**src/rtl/counter_if.sv**
```systemverilog
// ============================================================================
// Module   : counter_if
// Brief    : Control and status bundle for the multi-mode counter.
// Revision : 1.0 - initial release
// ============================================================================
`default_nettype none

interface counter_if #(
  parameter int WIDTH = 4
);
  logic             enable;
  logic [1:0]       mode;
  logic [WIDTH-1:0] D;
  logic [WIDTH-1:0] Q;
  logic             load;
  logic             rco;

  modport master (
    output enable,
    output mode,
    output D,
    input  Q,
    input  load,
    input  rco
  );

  modport slave (
    input  enable,
    input  mode,
    input  D,
    output Q,
    output load,
    output rco
  );
endinterface

`default_nettype wire

```
**src/rtl/counter.sv**
```systemverilog
// ============================================================================
// Module   : counter
// Brief    : Multi-mode counter (up 3 / down 1 / up 1 / load) with load and
//            rco pulses. Define COUNTER_SATURATE_EN to clamp instead of wrap.
// Revision : 1.0 - initial release
// ============================================================================
`default_nettype none

module counter #(
  parameter int WIDTH = 4
) (
  input  logic      clk,
  input  logic      reset,
  counter_if.slave  bus
);

  localparam logic [1:0]     c_MODE_UP3  = 2'b00;
  localparam logic [1:0]     c_MODE_DN1  = 2'b01;
  localparam logic [1:0]     c_MODE_UP1  = 2'b10;
  localparam logic [1:0]     c_MODE_LOAD = 2'b11;
  localparam logic [WIDTH:0] c_ONE       = (WIDTH+1)'(1);
  localparam logic [WIDTH:0] c_THREE     = (WIDTH+1)'(3);

  logic [WIDTH-1:0] r_q;
  logic             r_load;
  logic             r_rco;

  logic [WIDTH:0]   w_ext_q;
  logic [WIDTH:0]   w_arith;
  logic             w_out_of_range;
  logic [WIDTH-1:0] w_next_q;
  logic             w_next_load;
  logic             w_next_rco;

  assign w_ext_q = {1'b0, r_q};

  // One extra bit: its MSB flags both carry on the way up and borrow below zero.
  always_comb begin
    w_arith = w_ext_q;
    case (bus.mode)
      c_MODE_UP3: w_arith = w_ext_q + c_THREE;
      c_MODE_DN1: w_arith = w_ext_q - c_ONE;
      c_MODE_UP1: w_arith = w_ext_q + c_ONE;
      default:    w_arith = w_ext_q;
    endcase
  end

  assign w_out_of_range = w_arith[WIDTH];

  always_comb begin
    w_next_q    = r_q;
    w_next_load = 1'b0;
    w_next_rco  = 1'b0;
    if (bus.enable) begin
      if (bus.mode == c_MODE_LOAD) begin
        w_next_q    = bus.D;
        w_next_load = 1'b1;
      end else begin
        w_next_rco = w_out_of_range;
`ifdef COUNTER_SATURATE_EN
        if (w_out_of_range) begin
          w_next_q = (bus.mode == c_MODE_DN1) ? '0 : '1;
        end else begin
          w_next_q = w_arith[WIDTH-1:0];
        end
`else
        w_next_q = w_arith[WIDTH-1:0];
`endif
      end
    end
  end

  always_ff @(posedge clk) begin
    if (reset) begin
      r_q    <= '0;
      r_load <= 1'b0;
      r_rco  <= 1'b0;
    end else begin
      r_q    <= w_next_q;
      r_load <= w_next_load;
      r_rco  <= w_next_rco;
    end
  end

  assign bus.Q    = r_q;
  assign bus.load = r_load;
  assign bus.rco  = r_rco;

endmodule

`default_nettype wire

```
**src/flat_wrapper.sv**
```systemverilog
// flat-port wrapper written by rule: the top's interface ports become plain ports
module counter_flat 
#(
  parameter int WIDTH = 4
)
  (clk, reset, bus_enable, bus_mode, bus_D, bus_Q, bus_load, bus_rco);
  counter_if #(.WIDTH(WIDTH)) bus_i ();
  input  logic clk;
  input  logic reset;
  input wire logic [$bits(bus_i.enable)-1:0] bus_enable;
  input wire logic [$bits(bus_i.mode)-1:0] bus_mode;
  input wire logic [$bits(bus_i.D)-1:0] bus_D;
  output wire logic [$bits(bus_i.Q)-1:0] bus_Q;
  output wire logic [$bits(bus_i.load)-1:0] bus_load;
  output wire logic [$bits(bus_i.rco)-1:0] bus_rco;
  assign bus_i.enable = bus_enable;
  assign bus_i.mode = bus_mode;
  assign bus_i.D = bus_D;
  assign bus_Q = bus_i.Q;
  assign bus_load = bus_i.load;
  assign bus_rco = bus_i.rco;
  counter #(.WIDTH(WIDTH)) u_core (.clk(clk), .reset(reset), .bus(bus_i));
endmodule
```
**config.mk**
```make
export PLATFORM = sky130hd
export DESIGN_NAME = counter_flat
export DESIGN_NICKNAME = d
export VERILOG_FILES = /design/src/rtl/counter_if.sv /design/src/rtl/counter.sv /design/src/flat_wrapper.sv
export SDC_FILE = /design/constraint.sdc
export NUM_CORES = 1
export LEC_CHECK = 0
export ABC_AREA = 1
export BUFFER_PORTS_ARGS = -buffer_cell sky130_fd_sc_hd__buf_2
export CORE_AREA = 8 8 45 47
export DETAILED_ROUTE_END_ITERATION = 10
export DIE_AREA = 0 0 53 55
export GPL_TIMING_DRIVEN = 1
export SYNTH_ARGS = -nofsm -noshare
export SYNTH_HDL_FRONTEND = slang
export SYNTH_SLANG_ARGS = --single-unit
```
**constraint.sdc**
```tcl
create_clock -name clk -period 1.71 [get_ports clk]
set_input_delay 0.0855 -clock clk [delete_from_list [all_inputs] [get_ports clk]]
set_output_delay 0.0855 -clock clk [all_outputs]
set_load 0.01 [all_outputs]
```
==> results.json <==
{
  "clock_tree_from_tritoncts": "built",
  "fin_worst_skew_ns": 0.00925,
  "cell_count_after_synthesis": 64,
  "die_height_um": 55,
  "timing.critical_path.fanout_max": 5,
  "muxShareOfSynthArea": 0,
  "area_growth_syn_to_layout_pct": 26.3,
  "post_syn_nets": 76,
  "static-leakage-power_nw": 0.319,
  "grt_first_pass_wirelength_mm": 1.59,
  "post-route-cell-area_um2": 541,
  "min_delay_path_depth": 2,
  "worst_pin_slew_ns": 0.210,
  "final_nets": 95,
  "setup_total_negative_slack_ns": 0,
  "criticalPathCategory": "register to register",
  "global_route.peak_usage_layer": "met2",
  "hold_viol": 0,
  "placement.cell_area_um2": 518,
  "critical_path.reg2reg.startpoint": "u_core.bus.Q[0]",
  "sw_frac_of_total": 0.309,
  "timing.critical_path.to": "u_core.bus.Q[2]",
  "layout_commonest_cell": "nand2_1",
  "setup_slack_ns": 0.431,
  "synth-seq-cells": 6,
  "slew_margin_rel": 0.859,
  "dieWidth_um": 53,
  "worst_r2r_path_depth": 4,
  "worst-endpoint-arrival_ns": 1.42,
  "initial_core_util": 0.309,
  "power_frac_comb": 0.278,
  "tritoncts_num_sinks": 6,
  "preCtsSetupSlack_ns": 0.411,
  "io_pins": 15,
  "master_cell_of_the_clock_root_buffer": "clkbuf_4",
  "synth.avg_cell_area_um2": 6.69,
  "most-common-layout-cells": "nand2_1 (20), buf_2 (14), inv_1 (12)",
  "detail_route.drc_violations": 0,
  "crit_path_start": "u_core.bus.Q[0]",
  "clkSlewWorstSetupHoldPaths_ns": 0.05,
  "rr_endpoint": "u_core.bus.Q[2]",
  "clk_latency_ns": 0.24,
  "overall_overflow_remaining_after_global_route": 0,
  "ir_worst_vdd_mv": 0.358,
  "cts-buffers-inserted": 3,
  "gr-usage-met1": 0.0791,
  "max_freq_mhz": 782,
  "vias": 422,
  "synth_adder_area_share": 0.105,
  "layout_min_cycle_time_ns": 1.28,
  "seq_power_share": 0.400,
  "synth-compound-area-share": 0.111,
  "placementRows": 14,
  "final_worst_path_period_share": 0.748,
  "setup_viol": 0,
  "cp_data_required_time_ns": 1.85,
  "status": "finished clean",
  "final_max_slew_viol_count": 0,
  "yosys.area_share.simple": 0.398,
  "drive_gt1_frac": 0.284,
  "cts_buffer_depth": 2,
  "postCtsResizedCells": 0,
  "netlist-cell-type-count": 19,
  "via_per_inst": 4.35,
  "track_usage": 0.0765,
  "dp_hpwl_um": 806,
  "grt_util_met2": 0.113,
  "setup_repair_after_global_routing_missed_its_margin": "false",
  "num_antenna_cells": 0,
  "ctsHoldBuffers": 0,
  "intPower_mw": 0.280,
  "placeableCoreArea_um2": 1380,
  "nFillCells": 147,
  "clock_power_share": 0.323,
  "buffer_ports.inserted": 14,
  "h-tree-depth": 1,
  "synthesis.yosys.warnings": 0,
  "antenna_found_initial": 0,
  "worstSetupStartpointType": "register",
  "crit_path_end_kind": "register",
  "largest_net_degree_at_the_start_of_global_routing": 8,
  "routabilityCongestion": 0.765,
  "hold_class": "primary input to register",
  "detailedRoute.firstIterationViolations": 5,
  "detail_route.first_pass.iterations": 4,
  "final_wirelength_um": 994,
  "dieArea_um2": 2920,
  "p_switching_mw": 0.126,
  "combinational_family_with_the_most_area_after_synthesis": "simple AND/OR/NAND/NOR gates",
  "xor_and_xnor_fraction_of_the_mapped_netlist_area": 0,
  "cap_violations": 0,
  "pwr_density_cell_nw_per_um2": 751,
  "route.detailed.wl_per_inst_um": 10.2,
  "antenna_nets_post_route": 0,
  "cts_setup_buffers": 0,
  "syn_area_um2": 428,
  "ys_seq_area_frac": 0.281,
  "vias_in_the_first_global_route": 406,
  "worst-r2r-setup-slack_ns": 0.43,
  "grtUsageMet3": 0.0241
}
## metal layers
metal / share of wire / up-vias / routed length [um]
met4: 0.022 / 0 / 22
met5: 0 / - / 0
li1: - / 235 / -
met1: 0.46 / 175 / 456
met2: 0.46 / 10 / 462
met3: 0.052 / 2 / 52
## critical path, stage by stage, from the launching register on
cell and delay, ns:
dfxtp_1 0.35, fa_1 0.49, a21o_2 0.20, nand3_1 0.06, a21oi_1 0.06
## sequential cells by signal, indices dropped and copies added (netlist names)
signal / cells
u_core.bus.Q: 4
u_core.bus.load: 1
u_core.bus.rco: 1
## per-stage QoR
step	hold slack, ns	total power, mW	std cells	util
2_1_floorplan	0.155	0.241	64	-
3_3_place_gp	0.295	0.277	94	0.374
3_5_place_dp	0.298	0.279	94	0.374
4_1_cts	0.0440	0.415	97	0.391
5_1_grt	0.0548	0.445	97	0.391
6_report	0.0561	0.406	97	0.391
## synthesized netlist by cell type
| cell type | count | share of area |
|---|---|---|
| nand2_1 | 20 | 0.18 |
| inv_1 | 12 | 0.11 |
| dfxtp_1 | 6 | 0.28 |
| nor2_1 | 6 | 0.053 |
| nand3_1 | 4 | 0.047 |
| a21oi_1 | 2 | 0.023 |
| ha_1 | 2 | 0.058 |
| a21o_2 | 1 | 0.020 |
| and2_4 | 1 | 0.020 |
| fa_1 | 1 | 0.047 |
| nand2_2 | 1 | 0.015 |
| nand2_4 | 1 | 0.026 |
| nand3_2 | 1 | 0.023 |
| nor2_4 | 1 | 0.026 |
| nor3_1 | 1 | 0.012 |
| o211ai_1 | 1 | 0.018 |
| o21ai_0 | 1 | 0.012 |
| o21bai_1 | 1 | 0.018 |
| o221ai_1 | 1 | 0.020 |
## worst min path at each step
stage	startpoint	endpoint	slack, ns
5_1_grt	reset	u_core.bus.Q[3]	0.05
2_1_floorplan	reset	u_core.bus.Q[3]	0.15
4_1_cts	reset	u_core.bus.Q[3]	0.04
6_report	reset	u_core.bus.Q[3]	0.06
3_3_place_gp	reset	u_core.bus.Q[3]	0.29
3_5_place_dp	reset	u_core.bus.Q[3]	0.30
## kinds of logic (layout without fill, tap and decap cells)
kind of cell | Yosys count | count (layout)
AOI/OAI and AO/OA | 7 | 7
adders and majority gates | 3 | 3
buffers and inverters | 12 | 29
DFF | 6 | 6
and+or+nand+nor | 36 | 36
## cell type report
cell class              count  area, um^2  area share
clock buffers               3        22.5      0.0417
inverters                  12        45.0      0.0833
multi-input cells          46         263       0.486
flip-flops and latches      6         120       0.222
well taps                  16        20.0      0.0370
repair buffers             14        70.1       0.130
## power by group through the flow
stage               logic (mW)  registers [mW]  clock network, mW
global route             0.128           0.164              0.152
floorplan               0.0725           0.168                  0
detailed placement       0.113           0.165                  0
finish                   0.113           0.162              0.131
CTS                      0.114           0.162              0.139
global placement         0.112           0.165                  0
Note: power is estimated with default switching activity, not from simulation.
